--- src/rtl/sum_accumulator.sv ---
// sum_accumulator: collects N_SAMPLES unsigned sums from the adder stage.
// It then presents the batch total, with a per-batch overflow flag, on a
// registered valid/ready output port.
// Optional feature macro: SUM_ACC_SAT_EN. When it is defined, the accumulator
// clamps at 2^ACC_W-1 instead of wrapping modulo 2^ACC_W.
module sum_accumulator #(
    parameter int IN_W      = 5,
    parameter int ACC_W     = 12,
    parameter int N_SAMPLES = 8
) (
    input  logic             clk,
    input  logic             rst_n,
    input  logic             in_valid,
    output logic             in_ready,
    input  logic [IN_W-1:0]  in_sum,
    input  logic             clear,
    output logic             out_valid,
    input  logic             out_ready,
    output logic [ACC_W-1:0] out_acc,
    output logic             out_ovf
);

    localparam int CNT_W = $clog2(N_SAMPLES + 1);

    typedef enum logic {
        ACCUM = 1'b0,
        HOLD  = 1'b1
    } state_t;

    state_t             r_state;
    logic [ACC_W-1:0]   r_acc;
    logic [CNT_W-1:0]   r_cnt;
    logic               r_ovf;
    logic               r_out_valid;
    logic [ACC_W-1:0]   r_out_acc;
    logic               r_out_ovf;

    logic [ACC_W:0]     w_sum_full;
    logic               w_carry;
    logic [ACC_W-1:0]   w_acc_next;
    logic               w_accept;
    logic               w_last;

    // One extra bit on the adder so the carry out of the accumulator is visible.
    assign w_sum_full = {1'b0, r_acc} + {{(ACC_W + 1 - IN_W){1'b0}}, in_sum};
    assign w_carry    = w_sum_full[ACC_W];

`ifdef SUM_ACC_SAT_EN
    // Clamp to all-ones on carry; once clamped, any further nonzero add carries again.
    function automatic logic [ACC_W-1:0] f_sat(input logic [ACC_W:0] s);
        return s[ACC_W] ? {ACC_W{1'b1}} : s[ACC_W-1:0];
    endfunction

    assign w_acc_next = f_sat(w_sum_full);
`else
    assign w_acc_next = w_sum_full[ACC_W-1:0];
`endif

    // Ready is a pure decode of the state register, independent of in_valid/out_ready.
    assign in_ready = (r_state == ACCUM);
    assign w_accept = in_valid && (r_state == ACCUM);
    assign w_last   = (r_cnt == CNT_W'(N_SAMPLES - 1));

    assign out_valid = r_out_valid;
    assign out_acc   = r_out_acc;
    assign out_ovf   = r_out_ovf;

    // Batch FSM: accumulate in ACCUM, hold the registered result in HOLD until it is taken.
    always_ff @(posedge clk or negedge rst_n) begin
        if (!rst_n) begin
            r_state     <= ACCUM;
            r_acc       <= '0;
            r_cnt       <= '0;
            r_ovf       <= 1'b0;
            r_out_valid <= 1'b0;
            r_out_acc   <= '0;
            r_out_ovf   <= 1'b0;
        end else if (clear) begin
            // Flush: drop the partial batch and any pending result; out_acc keeps its value.
            r_state     <= ACCUM;
            r_acc       <= '0;
            r_cnt       <= '0;
            r_ovf       <= 1'b0;
            r_out_valid <= 1'b0;
        end else begin
            case (r_state)
                ACCUM: begin
                    if (w_accept) begin
                        if (w_last) begin
                            r_out_acc   <= w_acc_next;
                            r_out_ovf   <= r_ovf | w_carry;
                            r_out_valid <= 1'b1;
                            r_acc       <= '0;
                            r_cnt       <= '0;
                            r_ovf       <= 1'b0;
                            r_state     <= HOLD;
                        end else begin
                            r_acc <= w_acc_next;
                            r_cnt <= r_cnt + CNT_W'(1);
                            r_ovf <= r_ovf | w_carry;
                        end
                    end
                end
                HOLD: begin
                    if (out_ready) begin
                        r_out_valid <= 1'b0;
                        r_state     <= ACCUM;
                    end
                end
                default: begin
                    r_state <= ACCUM;
                end
            endcase
        end
    end

endmodule

--- config.mk ---
export PLATFORM = sky130hd
export DESIGN_NAME = sum_accumulator
export DESIGN_NICKNAME = d
export VERILOG_FILES = /design/src/rtl/sum_accumulator.sv
export SDC_FILE = /design/constraint.sdc
export NUM_CORES = 1
export LEC_CHECK = 0
export BUFFER_PORTS_ARGS = -buffer_cell sky130_fd_sc_hd__buf_2
export CORE_ASPECT_RATIO = 0.5
export CORE_MARGIN = 4
export CORE_UTILIZATION = 30
export CTS_CLUSTER_DIAMETER = 50
export CTS_CLUSTER_SIZE = 8
export DETAILED_ROUTE_END_ITERATION = 10
export PLACE_DENSITY_LB_ADDON = 0.25
export SETUP_SLACK_MARGIN = 0.2
export SLEW_MARGIN = 20
export SYNTH_ARGS = -nofsm -noshare
export SYNTH_HDL_FRONTEND = slang
export SYNTH_SLANG_ARGS = --single-unit
export TNS_END_PERCENT = 50
--- constraint.sdc ---
create_clock -name clk -period 4.3 [get_ports clk]
set_input_delay 0.215 -clock clk [delete_from_list [all_inputs] [get_ports clk]]
set_output_delay 0.215 -clock clk [all_outputs]
set_load 0.005 [all_outputs]
### After elaboration in Yosys (flattened, before gate mapping)

Cells that the tools add are included.

| word-level totals | value |
|---|---|
| flip-flop bits (word level) | 32 |
| bits of input ports | 10 |
| output and inout port bits | 15 |

| operators by class | value |
|---|---|
| $add $sub $neg | 2 |
| equality and inequality tests | 5 |
| multiplexer cells | 22 |
| bitwise operators | 3 |
| reductions and logical operators | 5 |

Operators by type and width:

| kind | count |
|---|---|
| 12-bit two-way mux | 4 |
| 4-bit two-way mux | 4 |
| 12-bit by 5-bit adder with 13-bit output | 1 |
| 1-bit two-way mux | 12 |
| 3-bit by 1-bit inequality test with 1-bit output, second input constant | 2 |
| 4-bit by 1-bit adder with 4-bit output, second input constant | 1 |
| 4-bit by 3-bit equality test with 1-bit output, second input constant | 1 |
| 1-bit one-hot mux with 2 select lines | 2 |
| 4-bit AND reduction | 1 |
| 3-bit inequality test, second input constant | 1 |
| 3-bit AND reduction | 1 |
| 2-bit inequality test, second input constant | 1 |
| 1-bit inverter | 2 |
| 2-bit AND reduction | 1 |
| 2-bit nonzero test | 1 |
| 1-bit logical AND | 1 |
| 1-bit OR | 1 |

### Longest topological paths before layout

| depth | value |
|---|---|
| word-level depth | 6 |
| depth in mapped cells | 7 |
| depth with buffers taken out | 6 |

### Worst setup path before layout

Ideal clock, no wire load.

| timing path | value |
|---|---|
| kind | flip-flop to flip-flop |
| start | reg r_acc[0] |
| end | reg r_out_acc[10] (netlist: out_acc[10]) |
| setup time | 132 ps |
| arrival time | 1,686 ps |
| data required time | 4,168 ps |
| slack | 2,482 ps |
| cell stages (with the launch flop) | 7 |
| period minus slack after synthesis | 1,818 ps |
| path through | dfrtp_1 ha_1 fa_1 a211oi_1 o21ba_2 or4_1 a31oi_1 |

| on the way | value |
|---|---|
| cells in the longest elaborated chain, start to end | 1 |

RTL lines:

| element | RTL line | text |
|---|---|---|
| from (decl) | 31 | `logic [ACC_W-1:0] r_acc;` |
| from (signal assigned) | 98 | `r_acc <= w_acc_next;` |
| 12-bit by 5-bit adder with 13-bit output | 45 | `assign w_sum_full = {1'b0, r_acc} + {{(ACC_W + 1 - IN_W){1'b0}}, in_sum};` |
| to (signal assigned) | 90 | `r_out_acc <= w_acc_next;` |
| to (decl) | 35 | `logic [ACC_W-1:0] r_out_acc;` |

Every way passes these cells.
A chain may end at the register's enable or synchronous reset.

### Final worst setup path

Same ends and word-level chain as after synthesis.

==> results.toml <==
[synthesis]
netlist_instances = 175
synth.distinct_cells = 41
synth_ff_type = "dfrtp_1"
synth_area_per_cell_sq_um = 9.638
async_reset_ff_share_pct = 100.0
ys_ff_latch = 32
seq_area_frac_synth_pct = 47.48
ys_warn_count = 0
synth-edff-count = 0
syn-num-nets = 192
netlist_area_sq_um = 1687

[power]
irDropWorstVdd_v = 0.0001435
leakage_nw = 0.9533
p_per_area_nw_per_um2 = 411.4
p_total_w = 0.0008317

[route]
drtAntennaViolNets = 0
wl_per_cell_um = 14.06
routed-wl-met2_um = 1593
finalWirelength_um = 3811
first_pass_iters = 6
num_vias = 1384
wl_met1_um = 2018
drc_errors = 0
highest_layer = "met4"
drt_iter0_drc = 85
met3_length_um = 141
viasPerCell = 5.107

[clock_tree]
hold_buffers = 0
clkTransAtPathRegs_ns = 0.06
cts_root_buf = "clkbuf_16"
cts_setup_buffers = 0
cts_tree = "built"
ctsResizeCount = 0
cts_buffers = 5
clkLatencyLatePin_ns = 0.28
cts-htree-levels = 2
cts_num_sinks = 32
clock_tree.buffer_depth = 2

[die]
die_w_um = 114.0
start_util_pct = 32.56
die_h_um = 61.02
die_area_sq_um = 6959
io_pins = 25
core_region_area_sq_um = 5180
rows = 18

[layout]
nFillCells = 514
final_nets = 217
design_area_sq_um = 2022
antenna_cells = 0
layout-drive-gt1-share_pct = 19.90
area_growth_pct = 19.88
regArea_sq_um = 800.8
multi_input_area_sq_um = 842.1

[critical_path]
critPathLaunchType = "flip-flop"
critical_path_peak_fanout = 9
r2r_setup_slack_ns = 2.25
worstSetupPathType = "flip-flop to flip-flop"
critPathCaptureType = "flip-flop"
critPathArrivalTime_ns = 2.17
cp.required_ns = 4.42

[sta]
relSlewSlack_pct = 49.87
worst_pin_slew_ns = 0.7520
fin_tns_setup_ns = 0
rsz0062_at_grt = "no"
skew_ns = 0.007753
final_max_slew_viol_count = 0
fin_crit_sh_pct = 47.73
final_hold_viol_count = 0
fmax_ghz = 0.4873
worst_slack_ns = 2.248
final-setup-viol-count = 0
fin_crit_ns = 2.052

[global_routing]
grt_use_total_pct = 12.05
grt-ovfl-total = 0
antenna_found_initial = 0
grt_max_degree = 33
grt_pass1_vias = 1298
grt_pass1_wl_um = 6451

[placement]
placed_area_sq_um = 1871
port_buffers = 24
gp_congestion = 0.8184
place_hpwl_um = 2657
place_ws_ns = 2.170

[run_status]
status = "completed"

[flow_run]
cap_violations = 0

[worst_hold_path]
holdCritPathClass = "input pin to async pin"
[flip-flops by register name (all words and copies together) (netlist names)]
register / count
r_acc: 12
r_cnt: 4
out_ovf: 1
out_valid: 1
out_acc: 12
r_ovf: 1
r_state: 1
[cell usage in the layout, fill, tap and decap left out, types with 2 or more instances in the layout]
| cell | count |
|---|---|
| or4_1 | 2 |
| xor2_1 | 2 |
| clkinv_2 | 2 |
| nand4_1 | 3 |
| a31oi_1 | 15 |
| xnor2_1 | 2 |
| o31ai_1 | 5 |
| o21ai_0 | 11 |
| mux2_2 | 3 |
| or3_1 | 2 |
| a21oi_1 | 4 |
| nand3_1 | 8 |
| buf_2 | 24 |
| a211oi_1 | 2 |
| nand3b_1 | 2 |
| nand2_1 | 19 |
| or2_2 | 2 |
| a21o_1 | 3 |
| nor2b_1 | 2 |
| ha_1 | 6 |
| dfrtp_1 | 32 |
| nor3_1 | 2 |
| clkbuf_16 | 5 |
| inv_1 | 4 |
| a22o_1 | 6 |
| nor2_1 | 14 |
| and3_1 | 2 |
[report_power, final]
group	internal (W)	switching, W
clock	0.000228	0.000127
sequential	0.000323	0.0000242
combinational	0.0000509	0.0000787
total	0.000602	0.000230
[final cells by class]
class / instances / share of cell area, %
Clock buffer: 6 / 6.869
Tap cell: 70 / 4.332
Multi-Input combinational cell: 132 / 41.65
Sequential cell: 32 / 39.60
Clock inverter: 2 / 0.4950
Inverter: 4 / 0.7426
Timing Repair Buffer: 25 / 6.312
[worst paths after layout]
kind / startpoint / end / depth (start not counted)
worst max-delay path: r_acc[0] / out_acc[10] / 6
worst min-delay path: rst_n / r_cnt[2] / 1
worst max register to register: r_acc[0] / out_acc[10] / 6
worst min register to register: out_acc[0] / out_acc[0] / 2
max in group asynchronous: rst_n / out_acc[2] / 1
min in group clk: out_ready / r_state / 2
[Yosys cell counts, drive strengths merged, types with 3 or more instances]
library cell	number	area, sq um
a21o	3	22.52
a21oi	4	20.02
a22o	6	52.55
a31oi	15	93.84
buf	5	23.77
dfrtp	32	800.8
ha	6	75.07
inv	4	15.01
mux2	3	33.78
nand2	19	71.32
nand3	8	40.04
nand4	3	18.77
nor2	15	56.30
o21ai	12	60.05
o31ai	5	37.54
or2	3	18.77
[logic make-up after synthesis]
family | share of synthesized area (%)
AOI/OAI and AO/OA | 21.81
buffers and inverters | 2.745
xor gates and xnor gates | 2.078
adders and majority gates | 5.638
and+or+nand+nor | 17.66
muxes | 2.596
DFF | 47.48
[metrics by stage]
| step | util (%) | instances | hold WS (ns) |
|---|---|---|---|
| global placement | 36.11 | 263 | 0.3244 |
| CTS | 38.99 | 271 | 0.03828 |
| global route | 39.03 | 271 | 0.09339 |
| detailed placement | 36.11 | 263 | 0.3371 |
| floorplan | - | 175 | -0.08059 |
| finish | 39.03 | 271 | 0.005726 |
[layer usage]
layer | vias to the layer above | track usage, %
li1 | 707 | -
met1 | 641 | 17.09
met2 | 29 | 17.72
met3 | 7 | 3.337
met4 | 0 | 4.569
met5 | - | 0
[worst max-delay path, stage by stage, from the launching register on]
cell,delay [ns]
dfrtp_1,0.39
ha_1,0.23
fa_1,0.43
a211oi_1,0.33
o21ba_2,0.31
or4_1,0.14
a31oi_1,0.07
No activity file was read; power rests on OpenSTA's default activity.
